===== config.mk =====
export PLATFORM = sky130hd
export DESIGN_NAME = motor_drive
export DESIGN_NICKNAME = d
export VERILOG_FILES = /design/src/rtl/motor_drive.sv
export SDC_FILE = /design/constraint.sdc
export NUM_CORES = 1
export LEC_CHECK = 0
export ABC_AREA = 0
export BUFFER_PORTS_ARGS = -buffer_cell sky130_fd_sc_hd__buf_2
export CORE_MARGIN = 1
export CORE_UTILIZATION = 65
export DETAILED_ROUTE_END_ITERATION = 10
export PLACE_DENSITY_LB_ADDON = 0.15
export SYNTH_ARGS = -nofsm -noshare
export SYNTH_HDL_FRONTEND = slang
export SYNTH_SLANG_ARGS = --single-unit

===== constraint.sdc =====
create_clock -name clkus -period 7.5 [get_ports clkus]
set_input_delay 1.5 -clock clkus [delete_from_list [all_inputs] [get_ports clkus]]
set_output_delay 1.5 -clock clkus [all_outputs]
set_load 0.005 [all_outputs]

===== src/rtl/motor_drive.sv =====
// H-bridge driver stage: maps a 2-bit motor command onto two PWM pins with a soft-start
// duty ramp and a coast dead-time on every forward/backward reversal.
module motor_drive #(
  parameter int unsigned PWM_PERIOD = 1000,
  parameter int unsigned DUTY_FWD   = 600,
  parameter int unsigned DUTY_BACK  = 500,
  parameter int unsigned RAMP_STEP  = 50,
  parameter int unsigned DEAD_TIME  = 20000
) (
  input  logic       clkus,
  input  logic       rst,
  input  logic [1:0] motor,
  output logic       pwm_a,
  output logic       pwm_b,
  output logic       at_speed
);

  localparam int unsigned CW = 20;
  localparam int unsigned DW = 21;
  localparam int unsigned TW = (DEAD_TIME > 1) ? $clog2(DEAD_TIME + 1) : 1;

  localparam logic [CW-1:0] PeriodLast = CW'(PWM_PERIOD - 1);
  localparam logic [DW-1:0] DutyFwdW   = DW'(DUTY_FWD);
  localparam logic [DW-1:0] DutyBackW  = DW'(DUTY_BACK);
  localparam logic [DW-1:0] StepW      = DW'(RAMP_STEP);
  localparam logic [TW-1:0] DeadW      = TW'(DEAD_TIME);

  typedef enum logic [2:0] {
    StIdle    = 3'd0,
    StRunFwd  = 3'd1,
    StRunBack = 3'd2,
    StDead    = 3'd3,
    StBrake   = 3'd4
  } state_e;

  state_e        state_q, state_d;
  logic [1:0]    cmd_q;
  logic [CW-1:0] period_cnt_q, period_cnt_d;
  logic [DW-1:0] duty_q, duty_d;
  logic [TW-1:0] dead_cnt_q, dead_cnt_d;
  logic          pwm_a_q, pwm_a_d;
  logic          pwm_b_q, pwm_b_d;
  logic          at_speed_q, at_speed_d;

  logic          wrap;
  logic          running;
  logic          pwm_on;
  logic [DW-1:0] target;
  logic [DW-1:0] ramped;
  logic [DW-1:0] duty_ramp;

  always_comb begin
    wrap         = (period_cnt_q == PeriodLast);
    period_cnt_d = wrap ? '0 : period_cnt_q + CW'(1);
    running      = (state_q == StRunFwd) || (state_q == StRunBack);
    target       = (state_q == StRunBack) ? DutyBackW : DutyFwdW;
    ramped       = duty_q + StepW;
    duty_ramp    = (ramped > target) ? target : ramped;
    pwm_on       = ({1'b0, period_cnt_q} < duty_q);
  end

  always_comb begin
    state_d    = state_q;
    dead_cnt_d = dead_cnt_q;
    case (state_q)
      StIdle: begin
        case (cmd_q)
          2'b01:   state_d = StRunFwd;
          2'b10:   state_d = StRunBack;
          2'b11:   state_d = StBrake;
          default: state_d = StIdle;
        endcase
      end
      StRunFwd: begin
        case (cmd_q)
          2'b00: state_d = StIdle;
          2'b11: state_d = StBrake;
          2'b10: begin
            state_d    = StDead;
            dead_cnt_d = DeadW;
          end
          default: state_d = StRunFwd;
        endcase
      end
      StRunBack: begin
        case (cmd_q)
          2'b00: state_d = StIdle;
          2'b11: state_d = StBrake;
          2'b01: begin
            state_d    = StDead;
            dead_cnt_d = DeadW;
          end
          default: state_d = StRunBack;
        endcase
      end
      StDead: begin
        dead_cnt_d = dead_cnt_q - TW'(1);
        if (cmd_q == 2'b00) begin
          state_d = StIdle;
        end else if (cmd_q == 2'b11) begin
          state_d = StBrake;
        end else if (dead_cnt_q <= TW'(1)) begin
          // Timer expired: resume whichever direction is commanded now.
          state_d = (cmd_q == 2'b01) ? StRunFwd : StRunBack;
        end
      end
      StBrake: begin
        case (cmd_q)
          2'b00:   state_d = StIdle;
          2'b01:   state_d = StRunFwd;
          2'b10:   state_d = StRunBack;
          default: state_d = StBrake;
        endcase
      end
      default: state_d = StIdle;
    endcase
  end

  // A state change always restarts the duty at zero, even on a wrap cycle.
  always_comb begin
    duty_d = duty_q;
    if (state_d != state_q) begin
      duty_d = '0;
    end else if (running && wrap) begin
      duty_d = duty_ramp;
    end
  end

  always_comb begin
    pwm_a_d    = ((state_q == StRunFwd) && pwm_on) || (state_q == StBrake);
    pwm_b_d    = ((state_q == StRunBack) && pwm_on) || (state_q == StBrake);
    at_speed_d = ((state_q == StRunFwd) && (duty_q == DutyFwdW)) ||
                 ((state_q == StRunBack) && (duty_q == DutyBackW));
  end

  always_ff @(posedge clkus or posedge rst) begin
    if (rst) begin
      state_q      <= StIdle;
      cmd_q        <= 2'b00;
      period_cnt_q <= '0;
      duty_q       <= '0;
      dead_cnt_q   <= '0;
      pwm_a_q      <= 1'b0;
      pwm_b_q      <= 1'b0;
      at_speed_q   <= 1'b0;
    end else begin
      state_q      <= state_d;
      cmd_q        <= motor;
      period_cnt_q <= period_cnt_d;
      duty_q       <= duty_d;
      dead_cnt_q   <= dead_cnt_d;
      pwm_a_q      <= pwm_a_d;
      pwm_b_q      <= pwm_b_d;
      at_speed_q   <= at_speed_d;
    end
  end

  assign pwm_a    = pwm_a_q;
  assign pwm_b    = pwm_b_q;
  assign at_speed = at_speed_q;

endmodule


==> flow_metrics.tcl <==
set metrics [dict create \
    synth_common_cells "dfrtp_1 (63), nor2_1 (47), ha_1 (36)" \
    drc 0 \
    diodes 0 \
    drv_slew 0 \
    irDropWorstVdd_v 0.0001593 \
    synth-edff-count 0 \
    internal-power_w 0.0005869 \
    final_area_mm2 0.004491 \
    p_seq_frac 0.457 \
    cp.arrival_ps 4060 \
    crit_fanout 17 \
    clk_latency_ps 340 \
    fin_crit_ps 3805 \
    period_share 0.5073 \
    crit_start "duty_q[1]" \
    fin_ws_ps 3695 \
    cts_resized 0 \
    p_switching_w 0.0003252 \
    viasPerCell 6.266 \
    swShare 0.3565 \
    post_dp_cell_area_mm2 0.004314 \
    fmax_mhz 262.8 \
    setup_viol 0 \
    overflow 0 \
    cts_inserted_buffers 9 \
    finClkSkew_ps 9.265 \
    syn-num-nets 506 \
    synthDominantCellAreaShare 0.3704 \
    first_global_vias 3307 \
    h-tree-depth 3 \
    yosys.cell_types.count 62 \
    leakage_nw 1.897 \
    coreArea_mm2 0.006350 \
    synth_top_family_by_area "simple AND/OR/NAND/NOR gates" \
    ioPinCount 7 \
    reg2reg_from "duty_q[1]" \
    path_clk_slew_ps 70 \
    cp.required_ps 7760 \
    end_kind "flip-flop" \
    utilization 0.7072 \
    synth_compound_area_frac 0.1529 \
    outcome "complete, no violations" \
    cts_buffer_depth 2 \
    rsz0062_at_grt "false" \
    rows 29 \
    routedWlPerCell_um 16.52 \
    die_area_mm2 0.006877 \
    yosys_most_used_dff "dfrtp_1" \
    pwr-share-comb 0.251 \
    hold_buffers 0 \
    crit_chain "ha_1, a211oi_1, nor2_1, xnor2_1, ha_1, and3_1, nand4b_1, a21oi_1, a31oi_2, or3_1, or4_1, a31oi_1" \
    clkSinkCount 63 \
    drt_wl_total_um 9136 \
    grt_max_degree 64 \
    slowest_delay_ps 660 \
    hold_class "flip-flop to flip-flop" \
    drtAntennaViolNets 0 \
    pre_cts_slack_ps 3743 \
    ctsRootBufferMaster "clkbuf_8" \
    max_cap_violations 0 \
    vias 3465 \
    cts_tree "built" \
    post-cts-setup-buffer-count 0 \
    die_w_um 82.93 \
    firstDrtPassIters 5 \
    die_y_um 82.93 \
    antenna_found_initial 0 \
    cp_slowest_cell "or3_1" \
    layout.nets 511 \
    tightest_slew_ps 977.7 \
    syn_area_mm2 0.004257 \
    first_iter_violations 219 \
    gp_congestion 0.9769 \
    power_frac_clock 0.292 \
    ys_warn_count 0 \
    grtUsageTotal 0.2818 \
    synth_xor_xnor_area_share 0.05967 \
    p_per_area_mw_per_mm2 203.1 \
    hold_viol_final 0 \
    synth_fa_ha_area_frac 0.1058 \
    synth_cells 466 \
    synth_area_per_cell_um2 9.134 \
    yosys.area_share.simple 0.2425 \
    drive_gt1_frac 0.1155 \
    setup_tns_ps 0 \
    worstSetupStartpointType "flip-flop" \
    synthTopCellsByArea "dfrtp_1 (37%), ha_1 (11%), nor2_1 (4.1%)" \
    hp-start "period_cnt_q[0]" \
    synth-seq-cells 63 \
    synth_seq_area_share 0.3704 \
    yosys.area.top_type "dfrtp_1" \
    synthToLayoutAreaGrowth_pct 5.497 \
    slew_headroom 0.3422 \
    start_util 0.6703 \
    yosys.cell_count.top_type "dfrtp_1" \
    dp_hpwl_um 6528 \
    synthMuxAreaShare 0.01411 \
    ys_async_sr_fraction 1.000 \
    crit_top_cell "ha_1" \
    grt_pass1_wl_um 15550 \
    crit_type "flip-flop to flip-flop" \
    port_buffers 6 \
]
power by group through the flow:
stage / Combinational (W) / Clock [W] / Sequential, W
6_report: 0.000229 / 0.000267 / 0.000417
4_1_cts: 0.000228 / 0.000271 / 0.000416
3_5_place_dp: 0.000227 / 0 / 0.000421
2_1_floorplan: 0.000203 / 0 / 0.000399
5_1_grt: 0.000256 / 0.000288 / 0.000423
3_3_place_gp: 0.000221 / 0 / 0.000420
layout make-up:
cell class | count | area, µm²
fillers | 507 | 1859
clock inverters | 3 | 17.52
flip-flops and latches | 63 | 1577
clock buffers | 13 | 158.9
multi-input cells | 355 | 2447
well taps | 77 | 96.34
repair buffers | 10 | 60.06
inverters | 32 | 133.9
kinds of logic after synthesis:
family / count (synthesis)
adders and majority gates: 36
buffers and inverters: 48
muxes: 6
AOI/OAI and AO/OA: 92
xor gates and xnor gates: 29
and+or+nand+nor: 192
DFF: 63
final timing paths:
check	slack, ps	end	depth (start not counted)
min in group asynchronous	1370	cmd_q[0]	3
max in group asynchronous	5580	period_cnt_q[12]	3
worst min-delay path	470	period_cnt_q[0]	1
worst min register to register	470	period_cnt_q[0]	1
worst max register to register	3700	duty_q[3]	12
worst max-delay path	3700	duty_q[3]	12
layout by cell type, fill, tap and decap left out, types with 12 or more instances in the layout:
master / n
dfrtp_1: 63
nor2_1: 47
ha_1: 36
nand2_1: 35
inv_1: 30
nand3_1: 21
o21ai_0: 20
a21oi_1: 20
nor3_1: 16
nand4_1: 16
xnor2_1: 16
xor2_1: 13
nor4_1: 12
critical path, delay by kind of cell, from the launching register on:
family	cells	cell delay, ps
and+or+nand+nor	5	1660
AOI/OAI and AO/OA	4	820
adders and majority gates	2	610
DFF	1	460
xor gates and xnor gates	1	150
metrics by stage:
stage,hold slack (ps),instances,power [W]
floorplan,433.1,466,0.0006015
global placement,443.4,537,0.0006412
detailed placement,456.8,537,0.0006485
CTS,465.4,553,0.0009156
global route,501.9,553,0.0009665
finish,469.4,553,0.0009121
state kept, by name, summed over array words and instances, names as in the netlist:
register,count
dead_cnt_q,15
at_speed,1
pwm_b,1
pwm_a,1
state_q,3
duty_q,20
period_cnt_q,20
cmd_q,2
metal layers:
metal | up-vias | wire length, µm | part of all wire | GRT usage
met3 | 22 | 416 | 0.046 | 0.05567
met4 | 0 | 217 | 0.024 | 0.1050
li1 | 1689 | - | - | -
met1 | 1676 | 4081 | 0.45 | 0.3635
met5 | - | 0 | 0 | 0
met2 | 78 | 4420 | 0.48 | 0.4702
No activity file was read; power rests on OpenSTA's default activity.
